**src/rtl/full_xor_nk.sv**
```systemverilog
// N-share Boolean unmasker: log-depth pairwise refresh, share register, then an
// (optionally pipelined) XOR-reduction tree with valid/ready flow control and flush.
package full_xor_nk_pkg;

    function automatic int num_layers(input int n);
        return (n <= 1) ? 0 : $clog2(n);
    endfunction

    // Refresh pairs contained in layers 0 .. upto-1.
    function automatic int pair_count(input int n, input int upto);
        int c = 0;
        for (int l = 0; l < upto; l++) begin
            for (int i = 0; i < n; i++) begin
                if ((((i >> l) & 1) == 0) && ((i + (1 << l)) < n)) c++;
            end
        end
        return c;
    endfunction

    // Random-word index of the layer-l pair whose lower member is lo.
    function automatic int pair_index(input int n, input int l, input int lo);
        int c = pair_count(n, l);
        for (int i = 0; i < lo; i++) begin
            if ((((i >> l) & 1) == 0) && ((i + (1 << l)) < n)) c++;
        end
        return c;
    endfunction

    function automatic int level_width(input int n, input int t);
        int w = n;
        for (int k = 0; k < t; k++) w = (w + 1) / 2;
        return w;
    endfunction

endpackage

module full_xor_nk
    import full_xor_nk_pkg::*;
#(
    parameter int  K_WIDTH   = 32,
    parameter int  N_SHARES  = 8,
    parameter int  TREE_PIPE = 1,
    localparam int LAYERS    = num_layers(N_SHARES),
    localparam int RANDNUM   = pair_count(N_SHARES, LAYERS),
    localparam int RND_WORDS = (RANDNUM > 0) ? RANDNUM : 1,
    localparam int LAT       = 1 + TREE_PIPE * LAYERS
) (
    input  logic                           clk,
    input  logic                           rst,
    input  logic                           flush,
    input  logic                           i_valid,
    output logic                           i_ready,
    input  logic [K_WIDTH*RND_WORDS-1:0]   rnd,
    input  logic [K_WIDTH*N_SHARES-1:0]    i_x,
    output logic                           o_valid,
    input  logic                           o_ready,
    output logic [K_WIDTH-1:0]             o_z
);

    localparam int NSTG = (TREE_PIPE != 0) ? LAYERS + 1 : 1;

    logic [K_WIDTH-1:0] ref_s [LAYERS+1][N_SHARES];
    logic [K_WIDTH-1:0] lvl_s [LAYERS+1][N_SHARES];
    logic [K_WIDTH-1:0] s0_q  [N_SHARES];
    logic [NSTG-1:0]    vld_q;
    logic [NSTG-1:0]    vld_d;
    logic [NSTG-1:0]    shift_s;
    logic               stall_s;
    logic               adv_s;
    logic               acc_s;

    assign o_valid = vld_q[NSTG-1];
    assign stall_s = o_valid & ~o_ready;
    assign adv_s   = ~stall_s;
    assign i_ready = adv_s & ~flush;
    assign acc_s   = i_valid & i_ready;

    if (RANDNUM == 0) begin : g_no_rnd
        logic unused_rnd_s;
        assign unused_rnd_s = ^rnd;
    end

    // Refresh only ever XORs a random word into a share; shares stay apart until s0_q.
    for (genvar j = 0; j < N_SHARES; j++) begin : g_in
        assign ref_s[0][j] = i_x[j*K_WIDTH +: K_WIDTH];
    end

    for (genvar l = 0; l < LAYERS; l++) begin : g_ref
        for (genvar j = 0; j < N_SHARES; j++) begin : g_sh
            localparam int P = j ^ (1 << l);
            if (P < N_SHARES) begin : g_pair
                localparam int RI = pair_index(N_SHARES, l, (j < P) ? j : P);
                assign ref_s[l+1][j] = ref_s[l][j] ^ rnd[RI*K_WIDTH +: K_WIDTH];
            end else begin : g_pass
                assign ref_s[l+1][j] = ref_s[l][j];
            end
        end
    end

    // Stage-0 share register, loaded only on an accepted input.
    always_ff @(posedge clk or posedge rst) begin
        if (rst) begin
            for (int j = 0; j < N_SHARES; j++) s0_q[j] <= '0;
        end else if (acc_s) begin
            for (int j = 0; j < N_SHARES; j++) s0_q[j] <= ref_s[LAYERS][j];
        end
    end

    for (genvar j = 0; j < N_SHARES; j++) begin : g_l0
        assign lvl_s[0][j] = s0_q[j];
    end

    for (genvar t = 1; t <= LAYERS; t++) begin : g_lvl
        localparam int WIN  = level_width(N_SHARES, t - 1);
        localparam int WOUT = level_width(N_SHARES, t);
        logic [K_WIDTH-1:0] xr_s [N_SHARES];

        for (genvar j = 0; j < N_SHARES; j++) begin : g_w
            if (j >= WOUT) begin : g_idle
                assign xr_s[j] = '0;
            end else if (2*j + 1 < WIN) begin : g_xor
                assign xr_s[j] = lvl_s[t-1][2*j] ^ lvl_s[t-1][2*j+1];
            end else begin : g_odd
                assign xr_s[j] = lvl_s[t-1][2*j];
            end
        end

        if (TREE_PIPE != 0) begin : g_reg
            logic [K_WIDTH-1:0] lvl_q [N_SHARES];

            // Tree-level register; moves with the rest of the pipeline.
            always_ff @(posedge clk or posedge rst) begin
                if (rst) begin
                    for (int j = 0; j < N_SHARES; j++) lvl_q[j] <= '0;
                end else if (adv_s) begin
                    for (int j = 0; j < N_SHARES; j++) lvl_q[j] <= xr_s[j];
                end
            end

            for (genvar j = 0; j < N_SHARES; j++) begin : g_o
                assign lvl_s[t][j] = lvl_q[j];
            end
        end else begin : g_comb
            for (genvar j = 0; j < N_SHARES; j++) begin : g_o
                assign lvl_s[t][j] = xr_s[j];
            end
        end
    end

    assign o_z = lvl_s[LAYERS][0];

    if (NSTG > 1) begin : g_shift
        assign shift_s = {vld_q[NSTG-2:0], acc_s};
    end else begin : g_single
        assign shift_s = acc_s;
    end

    // Valid-bit next state: flush beats both advance and stall.
    always_comb begin
        vld_d = vld_q;
        if (flush) begin
            vld_d = '0;
        end else if (adv_s) begin
            vld_d = shift_s;
        end else begin
            vld_d = vld_q;
        end
    end

    // Valid-bit register.
    always_ff @(posedge clk or posedge rst) begin
        if (rst) begin
            vld_q <= '0;
        end else begin
            vld_q <= vld_d;
        end
    end

endmodule

```
**config.mk**
```make
export PLATFORM = sky130hd
export DESIGN_NAME = full_xor_nk
export DESIGN_NICKNAME = d
export VERILOG_FILES = /design/src/rtl/full_xor_nk.sv
export SDC_FILE = /design/constraint.sdc
export NUM_CORES = 1
export LEC_CHECK = 0
export ABC_AREA = 1
export BUFFER_PORTS_ARGS = -buffer_cell sky130_fd_sc_hd__buf_2
export CORE_MARGIN = 10
export CORE_UTILIZATION = 52
export DETAILED_ROUTE_END_ITERATION = 10
export PLACE_DENSITY = 0.88
export SLEW_MARGIN = 0
export SYNTH_ARGS = -nofsm -noshare
export SYNTH_HDL_FRONTEND = slang
export SYNTH_SLANG_ARGS = --single-unit
```
**constraint.sdc**
```tcl
create_clock -name clk -period 14.7 [get_ports clk]
set_clock_uncertainty 0.2 [all_clocks]
set_input_delay 0.735 -clock clk [delete_from_list [all_inputs] [get_ports clk]]
set_output_delay 0.735 -clock clk [all_outputs]
set_load 0.02 [all_outputs]
```
==> impl_results.md <==
* Result of the run: finished clean
* Hold violation count in the final report at 0
* Top-level I/O count at 679
* Biggest area consumer among synthesized cells: nand2_1
* Number of nets with antenna violations after detailed routing at 0
* Main flop type after synthesis: dfrtp_1
* Placeable core region at 68700 sq um
* Top cells by instance count after synthesis: 3553 x nand2_1, 903 x inv_1, 512 x nor2_1
* Met3 usage at 0.0475
* Fin. max-slew vios at 0
* Maximum cell stage delay along the critical path at 910 ps
* Library cell with the highest instance count after synthesis: nand2_1
* Vertical die dimension at 283 microns
* Worst setup slack after placement at 10230 ps
* CTS sink cnt at 484
* Worst-case vdd ir drop at 0.0981 mV
* Measured slew at the worst slew-check pin at 1080 ps
* EDFF count, synth at 0
* Clk network pwr share at 0.301
* Drt drc at 0
* Kind of end point of the critical path: async pin
* Final critical-path setup slack at 10980 ps
* Filler Cells Inserted at 6413
* Number of buffers added by the clock tree synthesis step at 52
* Vias per cell at 4.74
* Top-area cell type share of the netlist area at 0.370
* Internal power consumption at 0.00314 W
* Count of input and output buffers at 678
* GR Layer Usage met2 at 0.433
* Worst-path cell chain: buf_2 > inv_8 > buf_4 > buf_4 > buf_4
* Synth Area per Inst at 5.72 sq um
* Slowest cell on crit path: buf_4
* Vias in the first global route at 34500
* Setup repair after global routing missed its margin: no
* Maximum fanout along the worst path at 108
* Total of hold buffers inserted after clock tree synthesis at 0
* CP Data Arrival Time at 4070 ps
* Initial core utilization at 0.525
* Startpoint kind of the worst setup timing path: input pin
* Buf/Inv on CP at 5
* Layout net count at 7553
* Leakage power figure at 26.6 nW
* Fraction of final layout cells with drive strength greater than 1 at 0.113
* Setup CP Type: input pin to async pin
* Data required, critical path at 15040 ps
* Via count of the routed design at 37500
* Wire length of the first global-routing pass at 162000 microns
* Dominant delay contributor by cell family on the critical path: buffers and inverters
* Leading post-synthesis cells by cell area: nand2_1 37%, dfrtp_1 34%, inv_1 9.4%
* Overall power at 0.00468 W
* Headroom to the max-slew limit at 0.278
* Clock Path Buffers at 3
* Placed wire-length estimate after detailed placement at 78300 microns
* Sequential fraction of the synthesis area at 0.336
* Largest net degree at the start of global routing at 214
* Total iterations of the first detailed-routing run at 6
* Setup violations, final at 0
* F_max at 269 MHz
* Distinct cells, synth at 16
* Clock-pin slew on the worst setup and hold paths at 60 ps
* Final critical-path share of the clock period at 0.253
* Root Driver: clkbuf_16
* GRT Total Usage at 0.238
* Net Sw Frac at 0.331
* Cell repeated most along the worst path: buf_4
* Post-Syn Nets at 6948
* Final critical-path required period at 3720 ps
* FFs w/ async S/R, synth at 1.00
* Initial antenna violation count at 37
* Layout-stage area growth over the synthesis result at 16.0%
* Reported net switching power at 0.00155 W
* Area of the mapped netlist at 36000 sq um
* Min-delay worst type: input pin to async pin
* Logic gate share of total power at 0.274
* Sequential share of power at 0.425
* Area used by multi-input combinational logic at 19700 sq um
* Total wirelength of the detailed-routed design at 100000 microns
* Max-capacitance violation count at 0
* Die Area at 80200 sq um
* CTS tree: done
* Met1 capacity usage during global routing at 0.275
* Horiz. Die Dim at 283 microns
* Overflow after GRT at 0
* Pwr Density at 112 nW/um^2
* FF+latch count, synth at 484
* Sum of negative setup slack at 0 ps
* Number of violations reported at the end of detailed-routing iteration 0 at 2259
* Number of H-tree levels at 2
* Number of buffers inserted by post-CTS setup repair at 0
* Final weighted congestion in routability-driven placement at 0.913
* Sequential cell area at 12100 sq um
* Worst-Skew Late Latency at 580 ps
* Wire per inst at 12.6 microns
* Number of placement rows at 96
* Most used routing layer: met2
* Instance count of the mapped netlist at 6303
* Post-cts resize count at 0
* Hold Slack at 59.5 ps
* Count of yosys warnings during synthesis at 0
## registers in the layout (all words and copies together) (netlist names)
signal and flops:
lvl_s 256, o_z 32, vld_q 4, g_lvl.g_reg.lvl_q 192
## layout by cell type (no fill, tap or decap), types with 7 or more instances in the layout
master and count:
bufinv_16 9, clkbuf_16 53, nor2_1 512, clkinv_2 12, dfrtp_1 484, xnor2_1 224, clkbuf_1 7, o21ai_0 225
nand2_1 3553, buf_2 678, inv_1 902, clkbuf_8 9, buf_4 9, nand3_1 256, diode_2 34
## power groups by stage
stage               Sequential [W]  Combinational, W  Clock [W]
floorplan                  0.00195          0.000944          0
global placement           0.00199           0.00123          0
detailed placement         0.00201           0.00129          0
CTS                        0.00199           0.00130    0.00144
global route               0.00204           0.00147    0.00150
finish                     0.00199           0.00128    0.00141
## metal layers
| layer | share of wire | vias to the layer above | wire length [microns] |
|---|---|---|---|
| met4 | 0.031 | 18 | 3070 |
| met1 | 0.40 | 16600 | 40400 |
| met2 | 0.50 | 949 | 50000 |
| li1 | - | 19800 | - |
| met5 | 0.0011 | - | 112 |
| met3 | 0.065 | 202 | 6490 |
## cell type report
type,instances,area share
Antenna cell,34,0.00204
Clock buffer,69,0.0353
Clock inverter,28,0.00928
Inverter,906,0.0819
Multi-Input combinational cell,4776,0.471
Sequential cell,484,0.290
Tap cell,931,0.0279
Timing Repair Buffer,688,0.0833
## logic make-up after synthesis
| group | count (synthesis) | share of synthesized area |
|---|---|---|
| flops | 484 | 0.336 |
| simple gates | 4324 | 0.460 |
| compound gates | 228 | 0.0317 |
| buf+inv | 1043 | 0.118 |
| xor+xnor | 224 | 0.0544 |
## final timing paths
kind              cells past startpoint                               endpoint  slack (ps)                  from
max                                   5  g_lvl[2].g_reg.lvl_q[214]$_DFFE_PP0N_       10980                   rst
min                                   2                 lvl_s[967]$_DFFE_PP0P_          60                   rst
max reg2reg                           7                 lvl_s[841]$_DFFE_PP0P_       11620  vld_q[3]$_DFFE_PP0P_
min reg2reg                           2                    o_z[26]$_DFFE_PP0N_         280   o_z[26]$_DFFE_PP0N_
max in group clk                      7                 lvl_s[841]$_DFFE_PP0P_       11620  vld_q[3]$_DFFE_PP0P_
min in group clk                      2                   vld_q[3]$_DFFE_PP0P_         120                 flush
## per-stage QoR
| step | instances | cell area [sq um] | util |
|---|---|---|---|
| after floorplan | 6303 | 36000 | - |
| after global placement | 7785 | 39900 | 0.580 |
| after detailed placement | 7785 | 39900 | 0.580 |
| after CTS | 7882 | 41700 | 0.607 |
| after global routing | 7906 | 41800 | 0.608 |
| final | 7916 | 41800 | 0.608 |
Note: power is estimated with default switching activity, not from simulation.
